--- config.mk ---
export PLATFORM = sky130hd
export DESIGN_NAME = full_stage_ctrl_data_fifo_p
export DESIGN_NICKNAME = d
export VERILOG_FILES = /design/src/rtl/full_stage_ctrl_data_fifo_p_pkg.sv /design/src/rtl/full_stage_delay_line.sv /design/src/rtl/full_stage_ctrl_data_fifo_p.sv
export SDC_FILE = /design/constraint.sdc
export NUM_CORES = 1
export LEC_CHECK = 0
export ABC_AREA = 0
export CORE_MARGIN = 1.5
export CORE_UTILIZATION = 55
export DETAILED_ROUTE_END_ITERATION = 8
export DONT_BUFFER_PORTS = 1
export GPL_TIMING_DRIVEN = 0
export PLACE_DENSITY = 0.7
export SYNTH_ARGS = -nofsm -noshare
export SYNTH_HDL_FRONTEND = slang
export SYNTH_SLANG_ARGS = --single-unit
--- constraint.sdc ---
create_clock -name clk -period 4.2 [get_ports clk]
set_input_delay 0.42 -clock clk [delete_from_list [all_inputs] [get_ports clk]]
set_output_delay 0.42 -clock clk [all_outputs]
set_load 0.02 [all_outputs]
--- src/rtl/full_stage_ctrl_data_fifo_p_pkg.sv ---
// Shared types for the full-connection stage input-buffer controller.
package full_stage_ctrl_data_fifo_p_pkg;

    typedef enum logic [1:0] {
        ST_IDLE = 2'd0,
        ST_FWD  = 2'd1,
        ST_ERR  = 2'd2
    } ctrl_state_e;

    typedef struct packed {
        logic [23:0] mant;
        logic [7:0]  expo;
    } float_24_8_t;

    localparam int FLOAT_24_8_W = $bits(float_24_8_t);

    function automatic int slot_addr_w(input int slot_w, input int len_w);
        return slot_w + len_w;
    endfunction

endpackage

--- src/rtl/full_stage_delay_line.sv ---
// Fixed-latency 1-bit strobe delay with synchronous active-low clear.
module full_stage_delay_line #(
    parameter int DLY = 16
) (
    input  logic clk,
    input  logic clr_n,
    input  logic din,
    output logic dout
);

    logic [DLY-1:0] sr_r;

    // Shift the strobe one stage per cycle; clr_n wipes everything in flight.
    always_ff @(posedge clk) begin
        if (!clr_n) begin
            sr_r <= '0;
        end else begin
            sr_r[0] <= din;
            for (int i = 1; i < DLY; i++) begin
                sr_r[i] <= sr_r[i-1];
            end
        end
    end

    assign dout = sr_r[DLY-1];

endmodule

--- src/rtl/full_stage_ctrl_data_fifo_p.sv ---
// Input-buffer controller: loads bursts into slot RAM, sequences forward and
// error-replay reads, and produces tap addresses and delayed activity strobes.
module full_stage_ctrl_data_fifo_p
    import full_stage_ctrl_data_fifo_p_pkg::*;
#(
    parameter int DATA_W  = 32,
    parameter int LEN_W   = 4,
    parameter int SLOT_W  = 3,
    parameter int PRE_DLY = 16,
    parameter int OUT_DLY = 18,
    localparam int ADDR_W = slot_addr_w(SLOT_W, LEN_W)
) (
    input  logic              clk,
    input  logic              reset,
    input  logic [LEN_W-1:0]  cfg_length,
    input  logic [SLOT_W-1:0] cfg_depth,
    input  logic              flush,
    input  logic [DATA_W-1:0] in_data,
    input  logic              in_vld,
    output logic              in_rdy,
    input  logic              err_req,
    input  logic              err_finish,
    output logic              wr_en,
    output logic [ADDR_W-1:0] wr_addr,
    output logic [DATA_W-1:0] wr_data,
    output logic              rd_en,
    output logic [ADDR_W-1:0] rd_addr,
    output logic              rd_err,
    output logic [LEN_W:0]    tap_address,
    output logic              state_finish,
    output logic              active_pre,
    output logic              active,
    output logic [SLOT_W:0]   occupancy,
    output logic              underflow
);

    localparam logic [SLOT_W:0]   CNT_ONE  = (SLOT_W+1)'(1'b1);
    localparam logic [SLOT_W-1:0] SLOT_ONE = SLOT_W'(1'b1);
    localparam logic [LEN_W-1:0]  BEAT_ONE = LEN_W'(1'b1);

    function automatic logic [SLOT_W-1:0] next_slot(input logic [SLOT_W-1:0] s,
                                                   input logic [SLOT_W-1:0] last);
        return (s == last) ? '0 : s + SLOT_ONE;
    endfunction

    ctrl_state_e       state_r;
    logic [LEN_W-1:0]  wr_beat_r;
    logic [LEN_W-1:0]  rd_beat_r;
    logic [SLOT_W-1:0] wr_slot_r;
    logic [SLOT_W-1:0] rd_slot_r;
    logic [SLOT_W-1:0] er_slot_r;
    logic [SLOT_W:0]   occupancy_r;
    logic [SLOT_W:0]   pending_r;
    logic              underflow_r;

    logic [SLOT_W:0]   depth_cnt_s;
    logic              wr_fire_s;
    logic              slot_done_s;
    logic              release_s;
    logic              rd_last_s;
    logic              fwd_done_s;
    logic              fwd_vld_s;
    logic              clr_n_s;
    logic [SLOT_W:0]   occ_nxt_s;
    logic [SLOT_W:0]   pending_nxt_s;

    assign depth_cnt_s = {1'b0, cfg_depth} + CNT_ONE;
    assign in_rdy      = (occupancy_r != depth_cnt_s);
    assign wr_fire_s   = in_vld & in_rdy;
    assign slot_done_s = wr_fire_s && (wr_beat_r == cfg_length);
    assign release_s   = err_finish && (occupancy_r != '0);
    assign rd_last_s   = (state_r != ST_IDLE) && (rd_beat_r == cfg_length);
    assign fwd_done_s  = (state_r == ST_FWD) && rd_last_s;

    // Net slot count after this cycle's completion and release.
    always_comb begin
        occ_nxt_s = occupancy_r;
        if (slot_done_s && !release_s) begin
            occ_nxt_s = occupancy_r + CNT_ONE;
        end else if (!slot_done_s && release_s) begin
            occ_nxt_s = occupancy_r - CNT_ONE;
        end else begin
            occ_nxt_s = occupancy_r;
        end
    end

    // Slots awaiting a forward read; a same-cycle completion is included.
    always_comb begin
        pending_nxt_s = pending_r;
        if (slot_done_s && !fwd_done_s) begin
            pending_nxt_s = pending_r + CNT_ONE;
        end else if (!slot_done_s && fwd_done_s) begin
            pending_nxt_s = pending_r - CNT_ONE;
        end else begin
            pending_nxt_s = pending_r;
        end
    end

    // Load-side beat and slot pointers.
    always_ff @(posedge clk) begin
        if (!reset || flush) begin
            wr_beat_r <= '0;
            wr_slot_r <= '0;
        end else if (wr_fire_s) begin
            if (slot_done_s) begin
                wr_beat_r <= '0;
                wr_slot_r <= next_slot(wr_slot_r, cfg_depth);
            end else begin
                wr_beat_r <= wr_beat_r + BEAT_ONE;
            end
        end
    end

    // Slot accounting, release pointer and sticky underflow.
    always_ff @(posedge clk) begin
        if (!reset || flush) begin
            occupancy_r <= '0;
            pending_r   <= '0;
            er_slot_r   <= '0;
            underflow_r <= 1'b0;
        end else begin
            occupancy_r <= occ_nxt_s;
            pending_r   <= pending_nxt_s;
            if (release_s) begin
                er_slot_r <= next_slot(er_slot_r, cfg_depth);
            end
            if (err_finish && (occupancy_r == '0)) begin
                underflow_r <= 1'b1;
            end
        end
    end

    // Read sequencer: error replay wins over forward reads when leaving IDLE.
    always_ff @(posedge clk) begin
        if (!reset || flush) begin
            state_r   <= ST_IDLE;
            rd_beat_r <= '0;
            rd_slot_r <= '0;
        end else begin
            case (state_r)
                ST_IDLE: begin
                    rd_beat_r <= '0;
                    if (err_req && (occupancy_r != '0)) begin
                        state_r <= ST_ERR;
                    end else if (pending_r != '0) begin
                        state_r <= ST_FWD;
                    end else begin
                        state_r <= ST_IDLE;
                    end
                end
                ST_FWD: begin
                    if (rd_last_s) begin
                        rd_beat_r <= '0;
                        rd_slot_r <= next_slot(rd_slot_r, cfg_depth);
                        state_r   <= ((pending_nxt_s != '0) && !err_req) ? ST_FWD : ST_IDLE;
                    end else begin
                        rd_beat_r <= rd_beat_r + BEAT_ONE;
                    end
                end
                ST_ERR: begin
                    if (rd_last_s) begin
                        rd_beat_r <= '0;
                        state_r   <= ST_IDLE;
                    end else begin
                        rd_beat_r <= rd_beat_r + BEAT_ONE;
                    end
                end
                default: begin
                    rd_beat_r <= '0;
                    state_r   <= ST_IDLE;
                end
            endcase
        end
    end

    // Read address selects the replay slot during error reads.
    always_comb begin
        rd_addr = '0;
        case (state_r)
            ST_FWD:  rd_addr = {rd_slot_r, rd_beat_r};
            ST_ERR:  rd_addr = {er_slot_r, rd_beat_r};
            default: rd_addr = '0;
        endcase
    end

    assign wr_en        = wr_fire_s;
    assign wr_addr      = {wr_slot_r, wr_beat_r};
    assign wr_data      = in_data;
    assign rd_en        = (state_r != ST_IDLE);
    assign rd_err       = (state_r == ST_ERR);
    assign tap_address  = (state_r == ST_IDLE) ? '0 : {1'b0, rd_beat_r};
    assign state_finish = rd_last_s;
    assign occupancy    = occupancy_r;
    assign underflow    = underflow_r;
    assign fwd_vld_s    = rd_en & ~rd_err;
    assign clr_n_s      = reset & ~flush;

    full_stage_delay_line #(.DLY(PRE_DLY)) u_dly_pre (
        .clk   (clk),
        .clr_n (clr_n_s),
        .din   (fwd_vld_s),
        .dout  (active_pre)
    );

    full_stage_delay_line #(.DLY(OUT_DLY)) u_dly_out (
        .clk   (clk),
        .clr_n (clr_n_s),
        .din   (fwd_vld_s),
        .dout  (active)
    );

endmodule

==> impl_results.md <==
* Number of post-CTS setup repair buffers at 0
* Met3 usage at 0.0500
* CTS tree: built
* Overall power at 914 uW
* RSZ-0062 raised after global routing: false
* Comb power frac at 0.147
* Critical path capture point type: flop
* Post-Syn Area per Cell at 9.21 sq um
* DRT Wirelength at 4.48 mm
* Slew margin rel. at 0.405
* Die area at 5250 sq um
* Clock power share at 0.359
* Register area share after synthesis at 0.347
* Post-synth EDFFs at 0
* RR Startpoint: occupancy[2]
* Fillers at 414
* Global-route wire length before repair at 7.40 mm
* Setup TNS at 0 ns
* Clock skew at 0.00370 ns
* Die H at 72.4 um
* Fmax at 307 MHz
* Measured slew at the worst slew-check pin at 0.891 ns
* P_leak at 1.17 nW
* Hold WC Path Type: in -> reg
* CTS Hold Buffers Added at 0
* Clk root buf: clkbuf_8
* Final Cell Area at 2830 sq um
* Unique masters post-synth at 51
* Nets at 355
* HPWL after DPL at 3.45 mm
* ANT cells at 0
* Post-layout min period at 3.26 ns
* Ports at 108
* # DRC at 0
* Area Growth Syn to Fin at 6.80%
* Max stage delay cell, worst path: dfxtp_1
* Asr flop ratio synth at 0
* P_int at 687 uW
* Post-synth top flop: dfxtp_1
* PwrDens at 323 nW/um^2
* Critical Path Source Type: flop
* Switching power at 227 uW
* Max IR drop VDD at 181 uV
* Htree depth at 2
* Crit-path max FO at 9
* Switching Fraction at 0.248
* Gr busiest metal: met2
* Die Wd at 72.4 um
* Worst hold slack at 0.284 ns
* Flop-to-flop setup slack at 0.94 ns
* CTS max path bufs at 2
* Setup violators final at 0
* Critical Path RT at 4.43 ns
* Post-layout util at 0.603
* Period utilization at 0.775
* Cell count after synthesis at 288
* Initial antenna violation count at 0
* Crit. Startpoint: occupancy[2]
* Cells after DPL at 342
* Gpl congestion at 0.773
* Vias in the first global route at 1588
* Starting Density at 0.565
* Pre-CTS setup slack at 0.961 ns
* Worst skew pair latency at 0.29 ns
* Worst-path clk slew at 0.08 ns
* Mapped Area at 2650 sq um
* Non-Filler Instances at 349
* DRT iter0 DRCs at 63
* Tot GR Track Use at 0.179
* Port Buffers at 0
* CTS Sinks at 46
* Status: finished, final reports clean
* DR WL/cell at 12.8 um
* Resized Gates After CTS at 0
* Met1 GRT Util at 0.238
* Crit path largest cell delay at 0.57 ns
* Largest net degree at the start of global routing at 14
* Final-report max-slew violation count at 0
* Core area at 4690 sq um
* Max-Cap Viols at 0
* Hold Path Origin: err_finish
* Total gr overflow at 0
* M2 GR Usage at 0.284
* WS Path Type: reg -> reg
* Post-DP Area at 2720 sq um
* Crit-path cells: xor3_2 > o221ai_2 > nand2_4 > nand2_8 > inv_8 > ha_1 > inv_1 > ha_1 > a21o_1 > a21oi_1 > xnor2_1 > or3_1 > a21oi_1
* Post-synthesis register bit count at 46
* Synth warn at 0
* Via count at 1787
* Post-route setup slack at 0.944 ns
* Syn_nets at 348
* Arr. time, crit path at 3.49 ns
* Vias per cell at 5.12
* TritonCTS Buffers at 5
* Row cnt at 25
* Drt first pass iters at 4
* Seq pwr share at 0.494
* Antenna viol nets, final at 0
* Fin. Hold Viols at 0
* Share of post-route cells with drive strength above 1 at 0.193
==> state kept, by name (all words and copies together), names as in the netlist <==
name            cells
u_dly_out.sr_r     18
occupancy           4
pending_r           4
rd_beat_r           4
wr_beat_r           4
er_slot_r           3
rd_slot_r           3
wr_slot_r           3
state_r             2
underflow           1
==> routing by layer <==
| metal | wire, um | vias to the layer above |
|---|---|---|
| li1 | - | 932 |
| met1 | 2110 | 794 |
| met2 | 2070 | 56 |
| met3 | 269 | 5 |
| met4 | 39 | 0 |
| met5 | 0 | - |
==> critical path, delay by kind of cell, from the launching register on <==
kind	cells	cell delay [ns]
AND/OR/NAND/NOR	3	0.63
AO/OA/AOI/OAI	4	0.76
buffers and inverters	2	0.17
adder cells (fa/ha/maj)	2	0.44
flip-flops	1	0.57
XOR/XNOR	2	0.62
==> layout make-up <==
| cell class | instances | area [sq um] | area share |
|---|---|---|---|
| multi-input cells | 192 | 1390 | 0.490 |
| flip-flops and latches | 46 | 921 | 0.325 |
| plain buffers | 41 | 302 | 0.106 |
| clock buffers | 6 | 82.6 | 0.0292 |
| well taps | 54 | 67.6 | 0.0239 |
| inverters | 9 | 41.3 | 0.0146 |
| clock inverters | 1 | 30.0 | 0.0106 |
==> worst paths after layout <==
| check | endpoint | cells after the start |
|---|---|---|
| max | occupancy[3] | 13 |
| min | er_slot_r[1] | 2 |
| max reg2reg | occupancy[3] | 13 |
| min reg2reg | u_dly_out.sr_r[14] | 1 |
==> cells by family (layout without fill, tap and decap cells) <==
kind of cell,count (synthesis),count (layout),share of synthesized area
other,1,1,0.00141
flip-flops,46,46,0.347
adder cells (fa/ha/maj),17,17,0.0812
AND/OR/NAND/NOR,105,105,0.228
multiplexers,3,3,0.0113
buffers and inverters,50,57,0.129
XOR/XNOR,35,35,0.125
AO/OA/AOI/OAI,31,31,0.0769
==> cell usage after synthesis (4+ instances only) <==
master / instances / area share
nand2_1: 12 / 0.017
dfxtp_1: 46 / 0.35
nand3_1: 7 / 0.013
ha_1: 14 / 0.066
o21ai_0: 5 / 0.0094
nand3b_1: 4 / 0.011
clkbuf_1: 4 / 0.0057
nor2_1: 27 / 0.038
nor2b_1: 9 / 0.021
a21oi_1: 13 / 0.025
buf_4: 33 / 0.093
nor3_1: 6 / 0.011
xor2_1: 24 / 0.079
xnor2_1: 9 / 0.030
and2_1: 21 / 0.050
inv_1: 8 / 0.011
==> placed cells by master, fill, tap and decap left out, types with 3 or more instances in the layout <==
cell      netlist  routed
xnor2_1         9       9
nor2b_1         9       9
ha_1           14      14
nand2_1        12      12
nand3_1         7       7
nand3b_1        4       4
clkbuf_1        4       4
nor2_1         27      27
clkbuf_8        0       6
nor3_1          6       6
dfxtp_1        46      46
a22oi_1         3       3
and2_1         21      21
inv_1           8       8
buf_4          33      33
mux2i_1         3       3
a21oi_1        13      13
buf_6           3       3
o21ai_0         5       5
xor2_1         24      24
==> power groups by stage <==
stage                     clock [mW]  sequential, mW  combinational [mW]
after detailed placement           0           0.462               0.134
after CTS                      0.338           0.451               0.135
after global placement             0           0.462               0.134
final                          0.328           0.451               0.134
after floorplan                    0           0.460               0.120
after global routing           0.354           0.452               0.148
(Power assumes the default switching activity.)
